===== src/rtl/alu_pkg.sv =====
// Shared opcode and state types for the sequential ALU, plus opcode classification helpers.
package alu_pkg;

    typedef enum logic [3:0] {
        OP_AND  = 4'b0000,
        OP_OR   = 4'b0001,
        OP_ADD  = 4'b0010,
        OP_SUB  = 4'b0110,
        OP_SLT  = 4'b0111,
        OP_MUL  = 4'b1000,
        OP_DIV  = 4'b1010,
        OP_DIVU = 4'b1011,
        OP_REM  = 4'b1100,
        OP_REMU = 4'b1101
    } alu_op_t;

    typedef enum logic [2:0] {
        ST_IDLE,
        ST_MUL,
        ST_DIV,
        ST_FIX,
        ST_DONE
    } alu_state_t;

    function automatic logic is_multicycle(alu_op_t op);
        return op inside {OP_MUL, OP_DIV, OP_DIVU, OP_REM, OP_REMU};
    endfunction

    function automatic logic is_signed_div(alu_op_t op);
        return op inside {OP_DIV, OP_REM};
    endfunction

    function automatic logic is_rem(alu_op_t op);
        return op inside {OP_REM, OP_REMU};
    endfunction

endpackage


===== src/rtl/alu_seq_muldiv_step.sv =====
// One iteration of MSB-first shift-add multiply (mode=0) or restoring divide (mode=1).
module muldiv_step #(
    parameter int N = 64
) (
    input  logic [N-1:0] acc,
    input  logic [N-1:0] opr,
    input  logic [N-1:0] arg,
    input  logic         mode,
    output logic [N-1:0] acc_next,
    output logic [N-1:0] opr_next
);

    logic [N:0] shifted;
    logic [N:0] diff;

    // Divide: acc is the partial remainder, opr shifts dividend bits out and quotient bits in.
    // Multiply: acc is the product so far, opr shifts multiplier bits out MSB first.
    always_comb begin
        shifted  = {acc, opr[N-1]};
        diff     = shifted - {1'b0, arg};
        acc_next = '0;
        opr_next = '0;
        if (mode) begin
            if (!diff[N]) begin
                acc_next = diff[N-1:0];
                opr_next = {opr[N-2:0], 1'b1};
            end else begin
                acc_next = shifted[N-1:0];
                opr_next = {opr[N-2:0], 1'b0};
            end
        end else begin
            acc_next = {acc[N-2:0], 1'b0} + (opr[N-1] ? arg : '0);
            opr_next = {opr[N-2:0], 1'b0};
        end
    end

endmodule


===== src/rtl/alu_seq.sv =====
// Handshaked execute-stage ALU: single-cycle logic/arith ops plus iterative mul/div/rem.
module alu_seq
    import alu_pkg::*;
#(
    parameter int N = 64
) (
    input  logic         clk,
    input  logic         reset,
    input  logic         in_valid,
    output logic         in_ready,
    input  logic [N-1:0] a,
    input  logic [N-1:0] b,
    input  logic [3:0]   ALUControl,
    output logic         out_valid,
    input  logic         out_ready,
    output logic [N-1:0] result,
    output logic         zero
);

    localparam int CW = $clog2(N);
    localparam logic [CW-1:0] CNT_INIT = CW'(N - 1);
    localparam logic [CW-1:0] CNT_ONE  = CW'(1);
    localparam logic [N-1:0]  MOST_NEG = {1'b1, {(N-1){1'b0}}};

    alu_state_t    state_reg;
    logic [CW-1:0] cnt_reg;
    logic [N-1:0]  acc_reg, opr_reg, arg_reg;
    alu_op_t       op_reg;
    logic          neg_q_reg, neg_r_reg;
    logic [N-1:0]  result_reg;
    logic          zero_reg;

    alu_op_t       op_in;
    logic          accept, b_zero, ovf, special, iterate, is_mul;
    logic          a_neg, b_neg;
    logic [N-1:0]  abs_a, abs_b, quick, fix_val;
    logic [N-1:0]  s_acc, s_opr, s_arg, step_acc, step_opr;
    logic          s_mode;

    assign op_in     = alu_op_t'(ALUControl);
    assign in_ready  = (state_reg == ST_IDLE) | ((state_reg == ST_DONE) & out_ready);
    assign out_valid = (state_reg == ST_DONE);
    assign accept    = in_valid & in_ready;
    assign result    = result_reg;
    assign zero      = zero_reg;

    assign is_mul  = (op_in == OP_MUL);
    assign b_zero  = (b == '0);
    assign ovf     = is_signed_div(op_in) & (a == MOST_NEG) & (b == '1);
    assign special = is_multicycle(op_in) & !is_mul & (b_zero | ovf);
    assign iterate = is_multicycle(op_in) & !special;
    assign a_neg   = is_signed_div(op_in) & a[N-1];
    assign b_neg   = is_signed_div(op_in) & b[N-1];
    assign abs_a   = a_neg ? -a : a;
    assign abs_b   = b_neg ? -b : b;

    // Single-cycle results, including the div-by-zero and signed-overflow bypasses.
    always_comb begin
        quick = b;
        case (op_in)
            OP_AND:           quick = a & b;
            OP_OR:            quick = a | b;
            OP_ADD:           quick = a + b;
            OP_SUB:           quick = a - b;
            OP_SLT:           quick = {{(N-1){1'b0}}, ($signed(a) < $signed(b))};
            OP_DIV, OP_DIVU:  quick = b_zero ? '1 : a;
            OP_REM, OP_REMU:  quick = b_zero ? a : '0;
            default:          quick = b;
        endcase
    end

    // The first iteration rides on the accept edge, so mul/div reach DONE N+1 cycles later.
    always_comb begin
        if (state_reg == ST_MUL || state_reg == ST_DIV) begin
            s_acc  = acc_reg;
            s_opr  = opr_reg;
            s_arg  = arg_reg;
            s_mode = (state_reg == ST_DIV);
        end else begin
            s_acc  = '0;
            s_opr  = is_mul ? b : abs_a;
            s_arg  = is_mul ? a : abs_b;
            s_mode = !is_mul;
        end
    end

    muldiv_step #(.N(N)) u_step (
        .acc      (s_acc),
        .opr      (s_opr),
        .arg      (s_arg),
        .mode     (s_mode),
        .acc_next (step_acc),
        .opr_next (step_opr)
    );

    always_comb begin
        if (op_reg == OP_MUL)
            fix_val = acc_reg;
        else if (is_rem(op_reg))
            fix_val = neg_r_reg ? -acc_reg : acc_reg;
        else
            fix_val = neg_q_reg ? -opr_reg : opr_reg;
    end

    always_ff @(posedge clk or posedge reset) begin
        if (reset) begin
            state_reg  <= ST_IDLE;
            cnt_reg    <= '0;
            acc_reg    <= '0;
            opr_reg    <= '0;
            arg_reg    <= '0;
            op_reg     <= OP_AND;
            neg_q_reg  <= 1'b0;
            neg_r_reg  <= 1'b0;
            result_reg <= '0;
            zero_reg   <= 1'b0;
        end else begin
            case (state_reg)
                ST_MUL, ST_DIV: begin
                    acc_reg <= step_acc;
                    opr_reg <= step_opr;
                    cnt_reg <= cnt_reg - 1'b1;
                    if (cnt_reg == CNT_ONE)
                        state_reg <= ST_FIX;
                end
                ST_FIX: begin
                    result_reg <= fix_val;
                    zero_reg   <= (fix_val == '0);
                    state_reg  <= ST_DONE;
                end
                default: begin
                    if (accept) begin
                        op_reg <= op_in;
                        if (iterate) begin
                            state_reg <= is_mul ? ST_MUL : ST_DIV;
                            cnt_reg   <= CNT_INIT;
                            acc_reg   <= step_acc;
                            opr_reg   <= step_opr;
                            arg_reg   <= s_arg;
                            neg_q_reg <= a_neg ^ b_neg;
                            neg_r_reg <= a_neg;
                        end else begin
                            result_reg <= quick;
                            zero_reg   <= (quick == '0);
                            state_reg  <= ST_DONE;
                        end
                    end else if (state_reg == ST_DONE && out_ready) begin
                        state_reg <= ST_IDLE;
                    end
                end
            endcase
        end
    end

endmodule


===== config.mk =====
export PLATFORM = sky130hd
export DESIGN_NAME = alu_seq
export DESIGN_NICKNAME = d
export VERILOG_FILES = /design/src/rtl/alu_pkg.sv /design/src/rtl/alu_seq_muldiv_step.sv /design/src/rtl/alu_seq.sv
export SDC_FILE = /design/constraint.sdc
export NUM_CORES = 2
export LEC_CHECK = 0
export ABC_AREA = 1
export ABC_CLOCK_PERIOD_IN_PS = 10350
export CAP_MARGIN = 10
export CORE_MARGIN = 5
export CORE_UTILIZATION = 35
export CTS_CLUSTER_DIAMETER = 40
export DETAILED_ROUTE_END_ITERATION = 12
export PLACE_DENSITY = 0.49
export SETUP_SLACK_MARGIN = 0.3
export SLEW_MARGIN = 20
export SYNTH_ARGS = -nofsm -noshare
export SYNTH_HDL_FRONTEND = slang
export SYNTH_SLANG_ARGS = --single-unit

===== constraint.sdc =====
create_clock -name clk -period 10.35 [get_ports clk]
set_input_delay 1.5525 -clock clk [delete_from_list [all_inputs] [get_ports clk]]
set_output_delay 1.5525 -clock clk [all_outputs]
set_load 0.005 [all_outputs]

==> results.md <==
- CP max FO: 34
- Area of the multi-input gates: 36000 µm²
- Hold Path Cell Cnt: 2
- Critical path type: input pin to register
- Post-synth EDFFs: 0
- Clk_lat worst skew: 0.62 ns
- Most common cell after layout, fill and taps aside: nand2_1
- Yosys cell types: 77
- Core area: 139000 µm²
- Antenna Violating Nets Remaining: 0
- Post-CTS Repair Setup Buffers: 0
- Clk_skew: 0.0394 ns
- Outcome: completed
- Crit start category: input pin
- Num CTS Buffers: 52
- Post-CTS sizing: 0
- Die height: 384 µm
- Reg2Reg Depth: 26
- Cell Rows: 137
- Share of cells above drive strength 1: 3.97%
- Crit path required time: 10.80 ns
- Post-synth design cell area: 49000 µm²
- Starting Density: 35.1%
- Die Footprint: 147000 µm²
- Maximum VDD drop: 0.000276 V
- RR Endpoint: acc_reg[56]$_DFFE_PP0P_
- Drt pass-1 iters: 7
- PD cells: 285 nW/µm²
- FF/Latch Area: 6810 µm²
- Total length of routed wires: 297000 µm
- DR vias: 62600
- Leak: 27.1 nW
- Drt drc: 0
- Final critical-path share of the clock period: 81.1%
- GRT Total Usage: 38.4%
- Max Cap Viol: 0
- HP Class: register to register
- 1st-iter DRT viols: 8086
- Post-Syn Nets: 9428
- Synth warn: 0
- Longest Clk Path Bufs: 3
- Hold wc startpoint: result[60]$_DFFE_PP0P_
- Setup violations, final: 0
- Crit. End Element: register
- CTS tree: yes
- Inst Count DP: 10800
- Slew HR: 17.2%
- Sum of buffers and inverters on the critical path: 5
- Nets@finish: 9431
- Final Instance Count excl. Fillers: 10900
- Vias in the first global route: 57000
- Hold Vio Cnt, Final: 0
- RSZ-0062 raised after global routing: no
- Fraction of registers with async set/reset: 100%
- Worst Tran Pin Value: 1.23 ns
- Reg-to-Reg Start: state_reg[1]$_DFFE_PP0P_
- DPL Wire Length: 249000 µm
- Synth Area per Inst: 5.47 µm²
- Horiz. Die Dim: 384 µm
- CP top delay family: compound AO/OA/AOI/OAI gates
- Largest net degree at the start of global routing: 145
- Top FF cell, synth: dfrtp_1
- Fillers: 16000
- Clock slew at reported path FFs: 0.06 ns
- Register area share after synthesis: 13.9%
- GRT overflow: 0
- Htree depth: 2
- Commonest cells after routing, fill and taps aside: nand2_1, inv_1, nor2_1
- Clk sink count: 272
- Max Freq: 119 MHz
- I/O pin total: 203
- Final TNS setup: 0 ns
- Max-slew violations: 0
- Critical Path Max Stage Delay: 0.96 ns
- Initial antenna violation count: 21
- Post-DR wirelength/cell: 27.2 µm
- Yosys reg bits: 272
- Max stage delay cell, worst path: nor4_1
- CTS Root Cell: clkbuf_16
- Cell repeated most along the worst path: nand2_1
- Vias/cell: 5.75
- Area delta synth->final: 11.1%
- Global-route wire length before repair: 413000 µm
- WP data arrival: 8.84 ns
- Post-CTS Hold Fix Bufs: 0
- Tmin final: 8.40 ns
- # port buffers: 202
- GP Congestion: 1.05
- Worst R2R Setup Slack: 3.51 ns
- Worst Hold End: result[60]$_DFFE_PP0P_
- Mapped Cells: 8953
[per-stage QoR]
| stage | hold slack [ns] | total power, mW | util, % | worst slack (ns) | area [µm²] |
|---|---|---|---|---|---|
| floorplan | 0.453 | 9.30 | - | 1.30 | 49000 |
| global placement | 0.465 | 13.3 | 37.7 | 1.76 | 52500 |
| detailed placement | 0.471 | 13.4 | 37.7 | 1.83 | 52500 |
| CTS | 0.489 | 15.3 | 39.0 | 2.43 | 54400 |
| global route | 0.511 | 16.6 | 39.0 | 1.88 | 54400 |
| finish | 0.480 | 15.5 | 39.0 | 1.95 | 54400 |
[where the power goes]
part / switching (mW) / leakage (nW) / internal [mW]
registers: 0.550 / 3.39 / 1.56
logic: 8.11 / 22.8 / 3.40
clock network: 0.688 / 0.918 / 1.17
[final cells by class]
class / instances / area share [%]
multi-input combinational: 7087 / 66.2
sequential: 272 / 12.5
inverter: 1269 / 8.78
timing repair buffer: 274 / 4.75
tap: 1876 / 4.31
clock buffer: 68 / 2.72
clock inverter: 27 / 0.692
antenna: 12 / 0.0552
[how the worst max path moves through the flow]
| stage | end | from | slack [ns] | cells after the start |
|---|---|---|---|---|
| finish | acc_reg[2]$_DFFE_PP0P_ | b[41] | 1.95 | 25 |
| global route | acc_reg[2]$_DFFE_PP0P_ | b[39] | 1.88 | 25 |
| CTS | acc_reg[2]$_DFFE_PP0P_ | b[39] | 2.43 | 25 |
| detailed placement | acc_reg[2]$_DFFE_PP0P_ | b[39] | 1.83 | 25 |
| global placement | acc_reg[2]$_DFFE_PP0P_ | b[39] | 1.76 | 25 |
| floorplan | acc_reg[0]$_DFFE_PP0P_ | reset | 1.30 | 1 |
[cells by family (layout without fill, tap and decap cells)]
kind of cell | Yosys count | in the layout | synth area share, %
fa+ha+maj | 339 | 339 | 8.72
xor+xnor | 144 | 144 | 2.58
other cells | 0 | 12 | 0
compound gates | 1736 | 1736 | 20.5
simple gates | 4868 | 4868 | 41.5
buf+inv | 1594 | 1638 | 12.8
flops | 272 | 272 | 13.9
[per-layer routing]
layer | up-vias | GRT usage [%] | wire (µm)
li1 | 29200 | - | -
met2 | 3210 | 56.2 | 120000
met3 | 470 | 8.11 | 28600
met5 | - | 0 | 0
met1 | 29700 | 55.1 | 135000
met4 | 0 | 13.8 | 12800
[synthesized netlist by cell type (41+ instances only)]
cell      count  area (µm²)
inv_1      1234        4630
o21ai_1      41         205
clkbuf_1    131         492
nand2_1    2580        9680
nor3_1       94         470
buf_2       121         606
a31oi_1      78         488
dfrtp_1     272        6810
a22oi_1      80         601
xor2_1       96         841
nand3_1     721        3610
nor2_1     1160        4350
buf_1        41         154
ha_1        335        4190
a21oi_1     603        3020
o22ai_1      44         275
nand4_1     124         776
o221ai_1     72         631
o21ai_0     600        3000
o211ai_1     81         608
xnor2_1      48         420
[worst reg2reg max path, cell delays in order (launching register included)]
cell	delay (ns)
dfrtp_1	0.43
nor2_1	0.13
inv_1	0.07
nand2_1	0.13
nor2_4	0.04
buf_4	0.23
inv_4	0.24
buf_4	0.61
o211ai_1	0.42
o21ai_4	0.51
buf_4	0.48
nor2_1	0.10
ha_1	0.38
nand3_1	0.10
nand2_1	0.12
a21oi_1	0.11
o21ai_2	0.20
inv_1	0.11
o211ai_1	0.45
a21boi_0	0.30
o21ai_0	0.96
a21oi_1	0.20
xnor2_1	0.20
nand2_1	0.06
nand2_1	0.08
nand2_1	0.05
nand2_1	0.08
Note: power is estimated with default switching activity, not from simulation.
